--- config.mk ---
export PLATFORM = sky130hd
export DESIGN_NAME = countdown_sequencer_flat
export DESIGN_NICKNAME = d
export VERILOG_FILES = /design/src/rtl/seq_pkg.sv /design/src/rtl/countdown_sequencer_if.sv /design/src/rtl/rise_detect.sv /design/src/rtl/countdown_sequencer.sv /design/src/flat_wrapper.sv
export SDC_FILE = /design/constraint.sdc
export NUM_CORES = 1
export LEC_CHECK = 0
export BUFFER_PORTS_ARGS = -buffer_cell sky130_fd_sc_hd__buf_2
export CAP_MARGIN = 20
export CORE_MARGIN = 5
export CORE_UTILIZATION = 30
export DETAILED_ROUTE_END_ITERATION = 6
export REMOVE_ABC_BUFFERS = 1
export SYNTH_ARGS = -nofsm -noshare
export SYNTH_HDL_FRONTEND = slang
export SYNTH_HIERARCHICAL = 1
export SYNTH_SLANG_ARGS = --single-unit
export TNS_END_PERCENT = 10
--- constraint.sdc ---
create_clock -name clk -period 2.9 [get_ports clk]
set_input_delay 0.29 -clock clk [delete_from_list [all_inputs] [get_ports clk]]
set_output_delay 0.29 -clock clk [all_outputs]
set_load 0.05 [all_outputs]
--- src/rtl/seq_pkg.sv ---
// Shared types and widths for the countdown sequencer.
package seq_pkg;

    localparam int PHASE_W       = 3;
    localparam int SEC_W_DEFAULT = 8;

    typedef enum logic [2:0] {
        ST_IDLE   = 3'd0,
        ST_CHECK  = 3'd1,
        ST_LOAD   = 3'd2,
        ST_WAIT   = 3'd3,
        ST_FINISH = 3'd4
    } state_t;

endpackage

--- src/rtl/countdown_sequencer_if.sv ---
// Control and countdown-side signal bundle for countdown_sequencer.
// master = controller/countdown environment, slave = the sequencer.
interface countdown_sequencer_if #(
    parameter int NUM_PHASES = 4,
    parameter int SEC_W      = seq_pkg::SEC_W_DEFAULT
);
    import seq_pkg::*;

    logic                        start;
    logic                        abort;
    logic [NUM_PHASES*SEC_W-1:0] phase_secs;
    logic                        cd_done;
    logic                        cd_en;
    logic [SEC_W-1:0]            cd_load;
    logic                        cd_clear;
    logic [PHASE_W-1:0]          phase;
    logic                        busy;
    logic                        seq_done;

    modport master (
        output start, abort, phase_secs, cd_done,
        input  cd_en, cd_load, cd_clear, phase, busy, seq_done
    );

    modport slave (
        input  start, abort, phase_secs, cd_done,
        output cd_en, cd_load, cd_clear, phase, busy, seq_done
    );

endinterface

--- src/rtl/rise_detect.sv ---
// Purpose: one-bit rising-edge detector against a registered copy of the input.
// Latency: rise is combinational from d, valid in the same cycle d goes high.
// Backpressure: none; free-running.
module rise_detect (
    input  logic clk,
    input  logic reset,
    input  logic d,
    output logic rise
);

    logic d_q;

    always_ff @(posedge clk) begin
        if (reset) begin
            d_q <= 1'b0;
        end else begin
            d_q <= d;
        end
    end

    assign rise = d & ~d_q;

endmodule

--- src/rtl/countdown_sequencer.sv ---
// Purpose: runs a latched list of phase durations back-to-back through the countdown block.
// Latency: start -> first cd_en in 2 cycles; done edge -> next cd_en in 2 cycles.
// Backpressure: none; start is ignored while busy, abort wins over start.
module countdown_sequencer
    import seq_pkg::*;
#(
    parameter int NUM_PHASES = 4,
    parameter int SEC_W      = SEC_W_DEFAULT
) (
    input  logic                 clk,
    input  logic                 reset,
    countdown_sequencer_if.slave bus
);

    localparam logic [PHASE_W-1:0] P_END  = PHASE_W'(NUM_PHASES);
    localparam logic [PHASE_W-1:0] P_LAST = PHASE_W'(NUM_PHASES - 1);

    state_t             state;
    state_t             state_nxt;
    logic [PHASE_W-1:0] p;
    logic [PHASE_W-1:0] p_nxt;
    logic [SEC_W-1:0]   dur [NUM_PHASES];
    logic [SEC_W-1:0]   cur_dur;
    logic               latch_en;
    logic               clear_q;
    logic               clear_nxt;
    logic               done_rise;

    rise_detect u_done_rise (
        .clk   (clk),
        .reset (reset),
        .d     (bus.cd_done),
        .rise  (done_rise)
    );

    // Decoded select keeps p == NUM_PHASES reading as zero without an out-of-range index.
    always_comb begin
        cur_dur = '0;
        for (int i = 0; i < NUM_PHASES; i++) begin
            if (p == PHASE_W'(i)) begin
                cur_dur = dur[i];
            end
        end
    end

    always_comb begin
        state_nxt = state;
        p_nxt     = p;
        latch_en  = 1'b0;
        clear_nxt = 1'b0;
        case (state)
            ST_IDLE: begin
                if (bus.start && !bus.abort) begin
                    latch_en  = 1'b1;
                    p_nxt     = '0;
                    state_nxt = ST_CHECK;
                end
            end
            ST_CHECK: begin
                if (p == P_END) begin
                    state_nxt = ST_FINISH;
                end else if (cur_dur == '0) begin
                    p_nxt = p + 1'b1;
                end else begin
                    state_nxt = ST_LOAD;
                end
            end
            ST_LOAD: begin
                state_nxt = ST_WAIT;
            end
            ST_WAIT: begin
                if (done_rise) begin
                    p_nxt     = p + 1'b1;
                    state_nxt = ST_CHECK;
                end
            end
            ST_FINISH: begin
                state_nxt = ST_IDLE;
            end
            default: begin
                state_nxt = ST_IDLE;
            end
        endcase
        if (state != ST_IDLE && bus.abort) begin
            state_nxt = ST_IDLE;
            p_nxt     = '0;
            clear_nxt = 1'b1;
        end
    end

    always_ff @(posedge clk) begin
        if (reset) begin
            state   <= ST_IDLE;
            p       <= '0;
            clear_q <= 1'b0;
            for (int i = 0; i < NUM_PHASES; i++) begin
                dur[i] <= '0;
            end
        end else begin
            state   <= state_nxt;
            p       <= p_nxt;
            clear_q <= clear_nxt;
            if (latch_en) begin
                for (int i = 0; i < NUM_PHASES; i++) begin
                    dur[i] <= bus.phase_secs[i*SEC_W +: SEC_W];
                end
            end
        end
    end

    assign bus.cd_en    = (state == ST_LOAD);
    assign bus.busy     = (state != ST_IDLE);
    assign bus.seq_done = (state == ST_FINISH);
    assign bus.cd_clear = clear_q;
    assign bus.cd_load  = cur_dur;
    assign bus.phase    = (p > P_LAST) ? P_LAST : p;

endmodule

--- src/flat_wrapper.sv ---
// flat-port wrapper written by rule: the top's interface ports become plain ports
module countdown_sequencer_flat import seq_pkg::*;
#(
    parameter int NUM_PHASES = 4,
    parameter int SEC_W      = SEC_W_DEFAULT
)
  (clk, reset, bus_start, bus_abort, bus_phase_secs, bus_cd_done, bus_cd_en, bus_cd_load, bus_cd_clear, bus_phase, bus_busy, bus_seq_done);
  countdown_sequencer_if #(.NUM_PHASES(NUM_PHASES), .SEC_W(SEC_W)) bus_i ();
  input  logic clk;
  input  logic reset;
  input wire logic [$bits(bus_i.start)-1:0] bus_start;
  input wire logic [$bits(bus_i.abort)-1:0] bus_abort;
  input wire logic [$bits(bus_i.phase_secs)-1:0] bus_phase_secs;
  input wire logic [$bits(bus_i.cd_done)-1:0] bus_cd_done;
  output wire logic [$bits(bus_i.cd_en)-1:0] bus_cd_en;
  output wire logic [$bits(bus_i.cd_load)-1:0] bus_cd_load;
  output wire logic [$bits(bus_i.cd_clear)-1:0] bus_cd_clear;
  output wire logic [$bits(bus_i.phase)-1:0] bus_phase;
  output wire logic [$bits(bus_i.busy)-1:0] bus_busy;
  output wire logic [$bits(bus_i.seq_done)-1:0] bus_seq_done;
  assign bus_i.start = bus_start;
  assign bus_i.abort = bus_abort;
  assign bus_i.phase_secs = bus_phase_secs;
  assign bus_i.cd_done = bus_cd_done;
  assign bus_cd_en = bus_i.cd_en;
  assign bus_cd_load = bus_i.cd_load;
  assign bus_cd_clear = bus_i.cd_clear;
  assign bus_phase = bus_i.phase;
  assign bus_busy = bus_i.busy;
  assign bus_seq_done = bus_i.seq_done;
  countdown_sequencer #(.NUM_PHASES(NUM_PHASES), .SEC_W(SEC_W)) u_core (.clk(clk), .reset(reset), .bus(bus_i));
endmodule
==> out/metrics.yaml, run 1 <==
worst_setup_path:
  cpLargestDelayFamily: "simple AND/OR/NAND/NOR gates"
  cpMaxStageDelayCell: "or4_4"
  worstPathCellList: "inv_1 -> ha_1 -> or2b_1 -> a32o_1 -> or4_4 -> o21ba_1 -> or2_4 -> mux2i_1"
  path_max_fanout: 16
  path_buf_inv: 1
  end_kind: "flip-flop"
  setup.worst_path.start_class: "flip-flop"
  critPathRequiredTime_ns: 3.08
  critPathMaxStageDelay_ns: 0.54
  crit_arrival_ns: 2.92
  setup.worst_path.class: "reg -> reg"
sta:
  skew_ns: 0.00827
  hold_viol: 0
  setup_violations: 0
  relSlewSlack_pct: 62.9
  tns_ns: 0
  worst-slew-pin-transition_ns: 0.555
  post-route-min-period_ns: 2.74
  rsz0062_at_grt: "no"
  drv_slew: 0
  fin_crit_sh_pct: 94.4
  max_freq_mhz: 365
cts:
  clock_sink_count: 40
  post_cts_resized: 0
  htree_levels: 2
  cts_hold_buffers: 0
  clock_latency_ns: 0.29
  cts_buffers: 5
  cts_tree: "built"
  path_clk_slew_ns: 0.07
  root_buffer: "clkbuf_8"
  postCtsSetupBuffers: 0
  clockBufferDepth: 2
grt:
  met1_usage_pct: 12.9
  grt_pass1_wl_um: 7100
  use_met3_pct: 3.03
  grt_antenna_before_repair: 0
  overflow: 0
  grt_max_degree: 33
  gr-usage-all-layers_pct: 10.4
  grt_pass1_vias: 1551
  grt_busiest_layer: "met2"
  grt_util_met2_pct: 16.5
cells_and_area:
  antennaDiodeCount: 0
  synthToLayoutAreaGrowth_pct: 20.0
  final_common_cell: "buf_2"
  multiInputGateArea_um2: 827
  ff_latch_area_um2: 1120
  nNetsFinal: 276
  fillers: 646
  drive_above_1_share_pct: 28.2
  final_cell_mix: "buf_2, and2_1, edfxtp_1"
pwr:
  p_switching_mw: 0.287
  p_sw_share_pct: 24.5
  p_leak_nw: 1.01
  p_comb_share_pct: 13.7
  internal_power_mw: 0.882
  powerDensity_nw_per_um2: 484
  vdd_drop_max_mv: 0.174
  total_power_mw: 1.17
  pwr-share-clk_pct: 29.0
  pwr-share-seq_pct: 57.2
die:
  die_area_um2: 8440
  die_x_um: 91.9
  rows: 29
  num_io_pins: 52
  die_height_um: 91.9
  core_area_um2: 6420
  start_util_pct: 31.3
route:
  drc: 0
  wl_per_cell_um: 13.3
  viasPerCell: 4.59
  routed_wirelength_um: 4140
  first_pass_iters: 4
  drtIter0Drc: 89
  vias: 1429
  antenna_left: 0
logic_synthesis:
  ys_seq_area_share_pct: 55.7
  ys_types: 29
  ys_seq_elements: 40
  syn_inst: 182
  netlist_area_um2: 2010
  syn_avg_cell_area_um2: 11.1
  ys.warnings.count: 6
status:
  outcome: "finished, final reports clean"
placed_design:
  hpwl_um: 3160
  globalplace.congestion: 0.779
  io_buffers: 51
run:
  drv_cap: 0
worst_hold_path:
  hp-class: "in -> reg"
## kinds of logic after synthesis
group,synth area share [%]
DFF,55.7
buffers and inverters,3.17
and+or+nand+nor,25.6
adders and majority gates,3.11
AOI/OAI and AO/OA,11.4
muxes,0.995
## Yosys cell counts
master	number	share of area, %
a21o_1	1	0.37
a21oi_1	13	3.2
a311o_1	1	0.50
a31oi_1	1	0.31
a32o_1	8	4.0
and2_1	33	10
buf_6	2	1.1
clkbuf_1	7	1.3
dfxtp_1	8	8.0
edfxtp_1	32	48
ha_1	5	3.1
inv_1	4	0.75
mux2i_1	2	1.0
nand2_1	17	3.2
nand2b_1	7	2.2
nand3_1	1	0.25
nand3b_1	1	0.37
nor2_1	8	1.5
nor2b_4	2	1.4
nor3_1	3	0.75
nor3b_1	2	0.75
o21ai_0	5	1.2
o21ai_1	5	1.2
o21ba_1	1	0.50
or2_2	1	0.31
or2_4	1	0.44
or2b_1	6	2.2
or3_1	3	0.93
or4_4	2	1.1
## final timing paths
check	start	endpoint	slack (ns)	depth (start not counted)
hold reg to reg	u_core/p[1]	u_core/p[1]	0.51	2
setup / recovery	u_core/p[0]	u_core/p[2]	0.16	8
setup reg to reg	u_core/p[0]	u_core/p[2]	0.16	8
hold / removal	bus_cd_done	u_core/u_done_rise/d_q	0.23	2
## metrics by stage
step	cell area, um^2	instances	utilization, %	setup WS (ns)	hold WS, ns
floorplan	1960	173	-	0.186	0.354
detailed placement	2340	304	36.4	0.181	0.497
global route	2410	311	37.6	0.00491	0.234
global placement	2340	304	36.4	0.267	0.493
CTS	2410	311	37.6	0.147	0.229
finish	2410	311	37.6	0.163	0.231
## worst reg2reg max path: cells and delay by family (launching register included)
kind / cells / cell delay, ns
buffers and inverters: 1 / 0.13
AO/OA/AOI/OAI: 2 / 0.48
multiplexers: 1 / 0.12
AND/OR/NAND/NOR: 3 / 1.05
flip-flops: 1 / 0.36
adder cells (fa/ha/maj): 1 / 0.48
## power groups by stage
| stage | Clock, mW | Sequential (mW) | Combinational, mW |
|---|---|---|---|
| floorplan | 0 | 0.680 | 0.107 |
| global placement | 0 | 0.682 | 0.161 |
| detailed placement | 0 | 0.682 | 0.163 |
| CTS | 0.355 | 0.669 | 0.163 |
| global route | 0.378 | 0.672 | 0.176 |
| finish | 0.340 | 0.669 | 0.160 |
## area by class of cell
class,instances,area share [%]
multi-input combinational,129,34.2
inverter,4,0.622
tap,77,3.99
sequential,40,46.4
clock inverter,1,0.207
timing repair buffer,54,11.5
clock buffer,6,3.01
## registers in the layout, summed over array words and instances, names as in the netlist
register,flops
u_core/bus.cd_clear,1
u_core/dur,32
u_core/p,3
u_core/state,3
u_core/u_done_rise/d_q,1
## routing by layer
layer | vias up | share of wire (%)
li1 | 746 | -
met1 | 628 | 43
met2 | 45 | 48
met3 | 10 | 5.7
met4 | 0 | 2.8
met5 | - | 0
Power figures use the tool's default switching activity.
==> run 2, diff against run 1 <==
- SYNTH_HIERARCHICAL: 1 -> unset
==> run 2 against run 1 <==
Effect of this change: design area increased by 1.8%; combinational power rose by 18%; clock power grew 1%; sequential cell count unchanged; via count up 7.0%; largest cell class unchanged; largest power group unchanged.
==> out/metrics.yaml, run 2 <==
status:
  outcome: "finished, final reports clean"  # unchanged
route:
  routed_wirelength_um: 4290  # was 4140 um
  vias: 1529  # was 1429
  antenna_left: 0  # unchanged
  first_pass_iters: 4  # unchanged
  viasPerCell: 4.81  # was 4.59
  drtIter0Drc: 95  # was 89
  wl_per_cell_um: 13.5  # was 13.3 um
  drc: 0  # unchanged
cells_and_area:
  drive_above_1_share_pct: 29.4  # was 28.2%
  largest-register: "u_core.dur"  # was u_core/dur
  final_cell_mix: "buf_2, and2_1, edfxtp_1"  # unchanged
  synthToLayoutAreaGrowth_pct: 20.6  # was 20.0%
  final_cells: 318  # was 311
  largest_register_ffs: 32  # unchanged
  antennaDiodeCount: 0  # unchanged
  reg_top3: "u_core.dur x32, u_core.p x3, u_core.state x3"  # was u_core/dur x32, u_core/p x3, u_core/state x3
  final_common_cell: "buf_2"  # unchanged
  fillers: 674  # was 646
  nNetsFinal: 280  # was 276
logic_synthesis:
  netlist_area_um2: 2040  # was 2010 um^2
  yosysMostFrequentCell: "and2_1"  # unchanged
  synthArstFlopShare_pct: 0  # unchanged
  synth_commonest_cells: "and2_1, edfxtp_1, nand2_1, a21oi_1"  # unchanged
  synth_ff_type: "edfxtp_1"  # unchanged
  yosys.area.top_type: "edfxtp_1"  # unchanged
  syn_avg_cell_area_um2: 11.0  # was 11.1 um^2
  syn_inst: 185  # was 182
  synth.top_cells.by_area: "edfxtp_1, and2_1, dfxtp_1"  # unchanged
  ys_types: 34  # was 29
  synth_edf_count: 32  # unchanged
  ys_seq_area_share_pct: 55.0  # was 55.7%
  yosys.area.top_type_share_pct: 47.1  # was 47.8%
  ys.warnings.count: 0  # was 6
  ys_seq_elements: 40  # unchanged
placed_design:
  io_buffers: 51  # unchanged
  globalplace.congestion: 0.770  # was 0.779
  dpl_worst_slack_ns: 0.132  # was 0.181 ns
  placed_cells: 311  # was 304
  hpwl_um: 3200  # was 3160 um
sta:
  hold_viol: 0  # unchanged
  relSlewSlack_pct: 62.6  # was 62.9%
  rsz0062_at_grt: "no"  # unchanged
  drv_slew: 0  # unchanged
  setup_violations: 0  # unchanged
  finalWorstSetupSlack_ns: 0.187  # was 0.163 ns
  worst-slew-pin-transition_ns: 0.559  # was 0.555 ns
  skew_ns: 0.00488  # was 0.00827 ns
  post-route-min-period_ns: 2.71  # was 2.74 ns
  max_freq_mhz: 369  # was 365 MHz
  fin_crit_sh_pct: 93.6  # was 94.4%
  tns_ns: 0  # unchanged
pwr:
  total_power_mw: 1.20  # was 1.17 mW
  vdd_drop_max_mv: 0.180  # was 0.174 mV
  p_leak_nw: 0.988  # was 1.01 nW
  powerDensity_nw_per_um2: 490  # was 484 nW/um^2
die:
  start_util_pct: 30.3  # was 31.3%
  core_area_um2: 6720  # was 6420 um^2
  die_x_um: 92.4  # was 91.9 um
  die_height_um: 92.4  # was 91.9 um
  num_io_pins: 52  # unchanged
  die_area_um2: 8540  # was 8440 um^2
  rows: 30  # was 29
grt:
  gr-usage-all-layers_pct: 10.4  # about the same
  overflow: 0  # unchanged
  grt_pass1_wl_um: 7070  # was 7100 um
  grt_pass1_vias: 1482  # was 1551
  grt_antenna_before_repair: 0  # unchanged
  grt_max_degree: 33  # unchanged
worst_setup_path:
  critPathMaxStageDelay_ns: 0.57  # was 0.54 ns
  critPathRequiredTime_ns: 3.10  # was 3.08 ns
  worstPathCellList: "inv_1 -> ha_1 -> a21oi_1 -> o21ai_1 -> a32o_1 -> or4_4 -> or4_1 -> o211ai_1"  # was inv_1 -> ha_1 -> or2b_1 -> a32o_1 -> or4_4 -> o21ba_1 -> or2_4 -> mux2i_1
  crit_arrival_ns: 2.92  # about the same
  end_kind: "flip-flop"  # unchanged
  cpMaxStageDelayCell: "or4_4"  # unchanged
  setup.worst_path.start_class: "flip-flop"  # unchanged
  cpLargestDelayFamily: "simple AND/OR/NAND/NOR gates"  # unchanged
  path_buf_inv: 1  # unchanged
  setup.worst_path.class: "reg -> reg"  # unchanged
  path_max_fanout: 16  # unchanged
cts:
  clockBufferDepth: 2  # unchanged
  htree_levels: 2  # unchanged
  cts_tree: "built"  # unchanged
  path_clk_slew_ns: 0.07  # about the same
  cts_buffers: 5  # unchanged
  post_cts_resized: 0  # unchanged
  postCtsSetupBuffers: 0  # unchanged
  root_buffer: "clkbuf_8"  # unchanged
  clock_sink_count: 40  # unchanged
  cts_hold_buffers: 0  # unchanged
  clock_latency_ns: 0.28  # was 0.29 ns
run:
  drv_cap: 0  # unchanged
worst_hold_path:
  hp-class: "in -> reg"  # unchanged
run 2: changes by cell type in the layout (fill, tap and decap cells not counted), moves of 3 or more:
cell,change
nand3_1,+4
nor4_1,+4
nor2_1,-3
o211ai_1,+3
or4_1,+3
run 2: area by class of cell:
| cell class | instances | area [um^2] | share of cell area [%] |
|---|---|---|---|
| multi-input combinational | 133 | 863 | 35.1 |
| clock inverter | 1 | 5.00 | 0.204 |
| timing repair buffer | 55 | 285 | 11.6 |
| clock buffer | 6 | 72.6 | 2.95 |
| sequential | 40 | 1120 | 45.6 |
| inverter | 3 | 11.3 | 0.458 |
| tap | 80 | 100 | 4.07 |
run 2: power breakdown:
group | internal, mW | switching [mW] | leakage [nW] | total, mW
Combinational | 0.0669 | 0.122 | 0.543 | 0.189
Sequential | 0.658 | 0.0144 | 0.404 | 0.672
Clock | 0.164 | 0.180 | 0.0410 | 0.344
run 2: worst register-to-register path, stage by stage, from the launching register on:
cell and delay (ns):
dfxtp_1 0.41, inv_1 0.10, ha_1 0.38, a21oi_1 0.21, o21ai_1 0.07, a32o_1 0.27
or4_4 0.57, or4_1 0.52, o211ai_1 0.10
run 2: path summary, 6_finish.rpt:
path	slack, ns	start	end	cells after the start
max	0.19	u_core.p[1]	u_core.p[1]	8
min	0.23	bus_cd_done	u_core.u_done_rise.d_q	2
max reg2reg	0.19	u_core.p[1]	u_core.p[1]	8
min reg2reg	0.55	u_core.p[0]	u_core.p[0]	2
run 2: logic make-up (layout without fill, tap and decap cells):
logic type	after synthesis	count (layout)	synth area share (%)
AOI/OAI and AO/OA	38	38	12.6
adders and majority gates	5	5	3.07
buffers and inverters	12	65	2.76
DFF	40	40	55.0
and+or+nand+nor	90	90	26.6
run 2: through the flow:
stage / hold slack [ns] / instance area [um^2] / utilization, %
after floorplan: 0.362 / 1990 / -
after global placement: 0.520 / 2380 / 35.4
after detailed placement: 0.523 / 2380 / 35.4
after CTS: 0.221 / 2460 / 36.6
after global routing: 0.239 / 2460 / 36.6
final: 0.231 / 2460 / 36.6
run 2: layer usage:
| layer | routed length, um | vias to the layer above | share of wire, % | GRT usage [%] |
|---|---|---|---|---|
| met3 | 239 | 5 | 5.6 | 2.27 |
| met5 | 0 | - | 0 | 0 |
| met4 | 34 | 0 | 0.79 | 3.71 |
| met2 | 2170 | 45 | 51 | 17.4 |
| li1 | - | 782 | - | - |
| met1 | 1840 | 697 | 43 | 13.1 |
==> run 3, diff against run 2 <==
- clock period: 2.9 -> 3.1 ns (I/O delays scaled with it)
==> run 3 against run 2 <==
Effect of this change: global-route usage grew 0.29 points; critical path depth fell by 1; via count is 1.9% lower; first-iteration DRC count decreased by 7.4%; maximum frequency down 3.7%; clock skew up 0.0029 ns; final cell count shrank 0.31%; sequential share of layout area is 0.23 points lower; hold slack better by 0.015 ns; non-clock buffer count is 2 lower; sequential power is 6.5% lower; highest routed layer unchanged.
==> out/metrics.yaml, run 3 (synthesized netlist as in run 2, its figures left out) <==
sta:
  worst-slew-pin-transition_ns: 0.676  # was 0.559 ns
  setup_violations: 0  # unchanged
  drv_slew: 0  # unchanged
  tns_ns: 0  # unchanged
  max_freq_mhz: 355  # was 369 MHz
  hold_viol: 0  # unchanged
  hold_slack_ns: 0.246  # was 0.231 ns
  relSlewSlack_pct: 54.9  # was 62.6%
  rsz0062_at_grt: "no"  # unchanged
  fin_crit_sh_pct: 90.9  # was 93.6%
  skew_ns: 0.00776  # was 0.00488 ns
  post-route-min-period_ns: 2.82  # was 2.71 ns
grt:
  grt_antenna_before_repair: 0  # unchanged
  grt_pass1_wl_um: 7320  # was 7070 um
  gr-usage-all-layers_pct: 10.6  # was 10.4%
  overflow: 0  # unchanged
  grt_max_degree: 33  # unchanged
  grt_pass1_vias: 1541  # was 1482
placed_design:
  hpwl_um: 3110  # was 3200 um
  io_buffers: 51  # unchanged
  globalplace.congestion: 0.788  # was 0.770
  postPlaceCellArea_um2: 2360  # was 2380 um^2
run:
  drv_cap: 0  # unchanged
cts:
  cts_hold_buffers: 0  # unchanged
  clockBufferDepth: 2  # unchanged
  path_clk_slew_ns: 0.08  # was 0.07 ns
  htree_levels: 2  # unchanged
  postCtsSetupBuffers: 0  # unchanged
  clock_latency_ns: 0.29  # was 0.28 ns
  cts_buffers: 5  # unchanged
  root_buffer: "clkbuf_8"  # unchanged
  post_cts_resized: 0  # unchanged
  clock_sink_count: 40  # unchanged
  cts_tree: "built"  # unchanged
route:
  drc: 0  # unchanged
  routed_wirelength_um: 4270  # was 4290 um
  antenna_left: 0  # unchanged
  wl_per_cell_um: 13.5  # about the same
  drtIter0Drc: 88  # was 95
  vias: 1500  # was 1529
  viasPerCell: 4.73  # was 4.81
  first_pass_iters: 4  # unchanged
worst_setup_path:
  critPathRequiredTime_ns: 3.31  # was 3.10 ns
  ff2ff_path_depth: 7  # was 8
  reg2reg_from: "u_core.p[0]"  # was u_core.p[1]
  path_max_fanout: 11  # was 16
  setup.worst_path.start_class: "flip-flop"  # unchanged
  crit_arrival_ns: 3.03  # was 2.92 ns
  r2r-end: "u_core.p[1]"  # unchanged
  end_kind: "flip-flop"  # unchanged
  ff2ff_setup_slack_ns: 0.28  # was 0.19 ns
  setup.worst_path.class: "reg -> reg"  # unchanged
worst_hold_path:
  hp-class: "in -> reg"  # unchanged
  whs_endpoint: "u_core.bus.cd_clear"  # was u_core.u_done_rise.d_q
  min_from: "reset"  # was bus_cd_done
  min_path_cells: 2  # unchanged
die:
  die_area_um2: 8540  # unchanged
  start_util_pct: 30.3  # unchanged
  core_area_um2: 6720  # unchanged
  num_io_pins: 52  # unchanged
  die_height_um: 92.4  # unchanged
  rows: 30  # unchanged
  die_x_um: 92.4  # unchanged
cells_and_area:
  final_common_cell: "buf_2"  # unchanged
  final_cell_mix: "buf_2, and2_1, edfxtp_1"  # unchanged
  antennaDiodeCount: 0  # unchanged
  reg_top3: "u_core.dur x32, u_core.p x3, u_core.state x3"  # unchanged
  largest-register: "u_core.dur"  # unchanged
  synthToLayoutAreaGrowth_pct: 21.2  # was 20.6%
  drive_above_1_share_pct: 28.7  # was 29.4%
  ff_latch_area_um2: 1120  # unchanged
  fillers: 670  # was 674
  multiInputGateArea_um2: 861  # was 863 um^2
  fin_area_um2: 2470  # was 2460 um^2
  largest_register_ffs: 32  # unchanged
  nNetsFinal: 278  # was 280
pwr:
  powerDensity_nw_per_um2: 492  # was 490 nW/um^2
  p_leak_nw: 0.993  # was 0.988 nW
  total_power_mw: 1.22  # was 1.20 mW
  vdd_drop_max_mv: 0.220  # was 0.180 mV
status:
  outcome: "finished, final reports clean"  # unchanged
-- run 3: changes by cell type in the layout (fill, tap and decap cells not counted) --
cell and change:
buf_4 -2, bufinv_16 +1, ha_1 +1, ha_2 -1
-- run 3: final cells by class --
cell class / count / share of cell area, %
flip-flops and latches: 40 / 45.4
clock buffers: 6 / 2.94
clock inverters: 2 / 1.42
repair buffers: 53 / 10.9
inverters: 3 / 0.456
multi-input cells: 133 / 34.8
well taps: 80 / 4.05
-- run 3: how the worst max path moves through the flow --
stage                            from           to  slack, ns  cells after the start
after floorplan           u_core.p[0]  u_core.p[2]       0.34                      7
after global placement    u_core.p[1]  u_core.p[2]       0.39                      7
after detailed placement  u_core.p[1]  u_core.p[1]       0.32                      7
after CTS                 u_core.p[0]  u_core.p[1]       0.27                      7
after global routing      u_core.p[0]  u_core.p[2]       0.09                      7
final                     u_core.p[0]  u_core.p[1]       0.28                      7
-- run 3: per-stage QoR --
| stage | cells | setup slack [ns] | utilization (%) |
|---|---|---|---|
| 3_3_place_gp | 309 | 0.389 | 35.2 |
| 4_1_cts | 317 | 0.275 | 36.8 |
| 6_report | 317 | 0.283 | 36.8 |
| 2_1_floorplan | 176 | 0.337 | - |
| 5_1_grt | 317 | 0.0908 | 36.8 |
| 3_5_place_dp | 309 | 0.316 | 35.2 |
-- run 3: critical path, stage by stage (launching register included) --
cell and delay, ns:
dfxtp_1 0.40, ha_1 0.18, ha_1 0.41, nor2_1 0.26, a32o_1 0.33, or4_4 0.57
or4_1 0.48, o211ai_1 0.10
-- run 3: report_power, final --
| group | leakage [nW] | internal (mW) | switching, mW |
|---|---|---|---|
| Sequential | 0.404 | 0.615 | 0.0128 |
| Clock | 0.0552 | 0.239 | 0.174 |
| Combinational | 0.534 | 0.0614 | 0.115 |
| Total | 0.993 | 0.915 | 0.301 |
-- run 3: layer usage --
layer,part of all wire (%),routed length [um],track usage [%]
met5,0,0,0
met4,1.7,74,4.08
met3,4.3,183,2.84
met2,48,2070,17.6
met1,45,1940,13.2
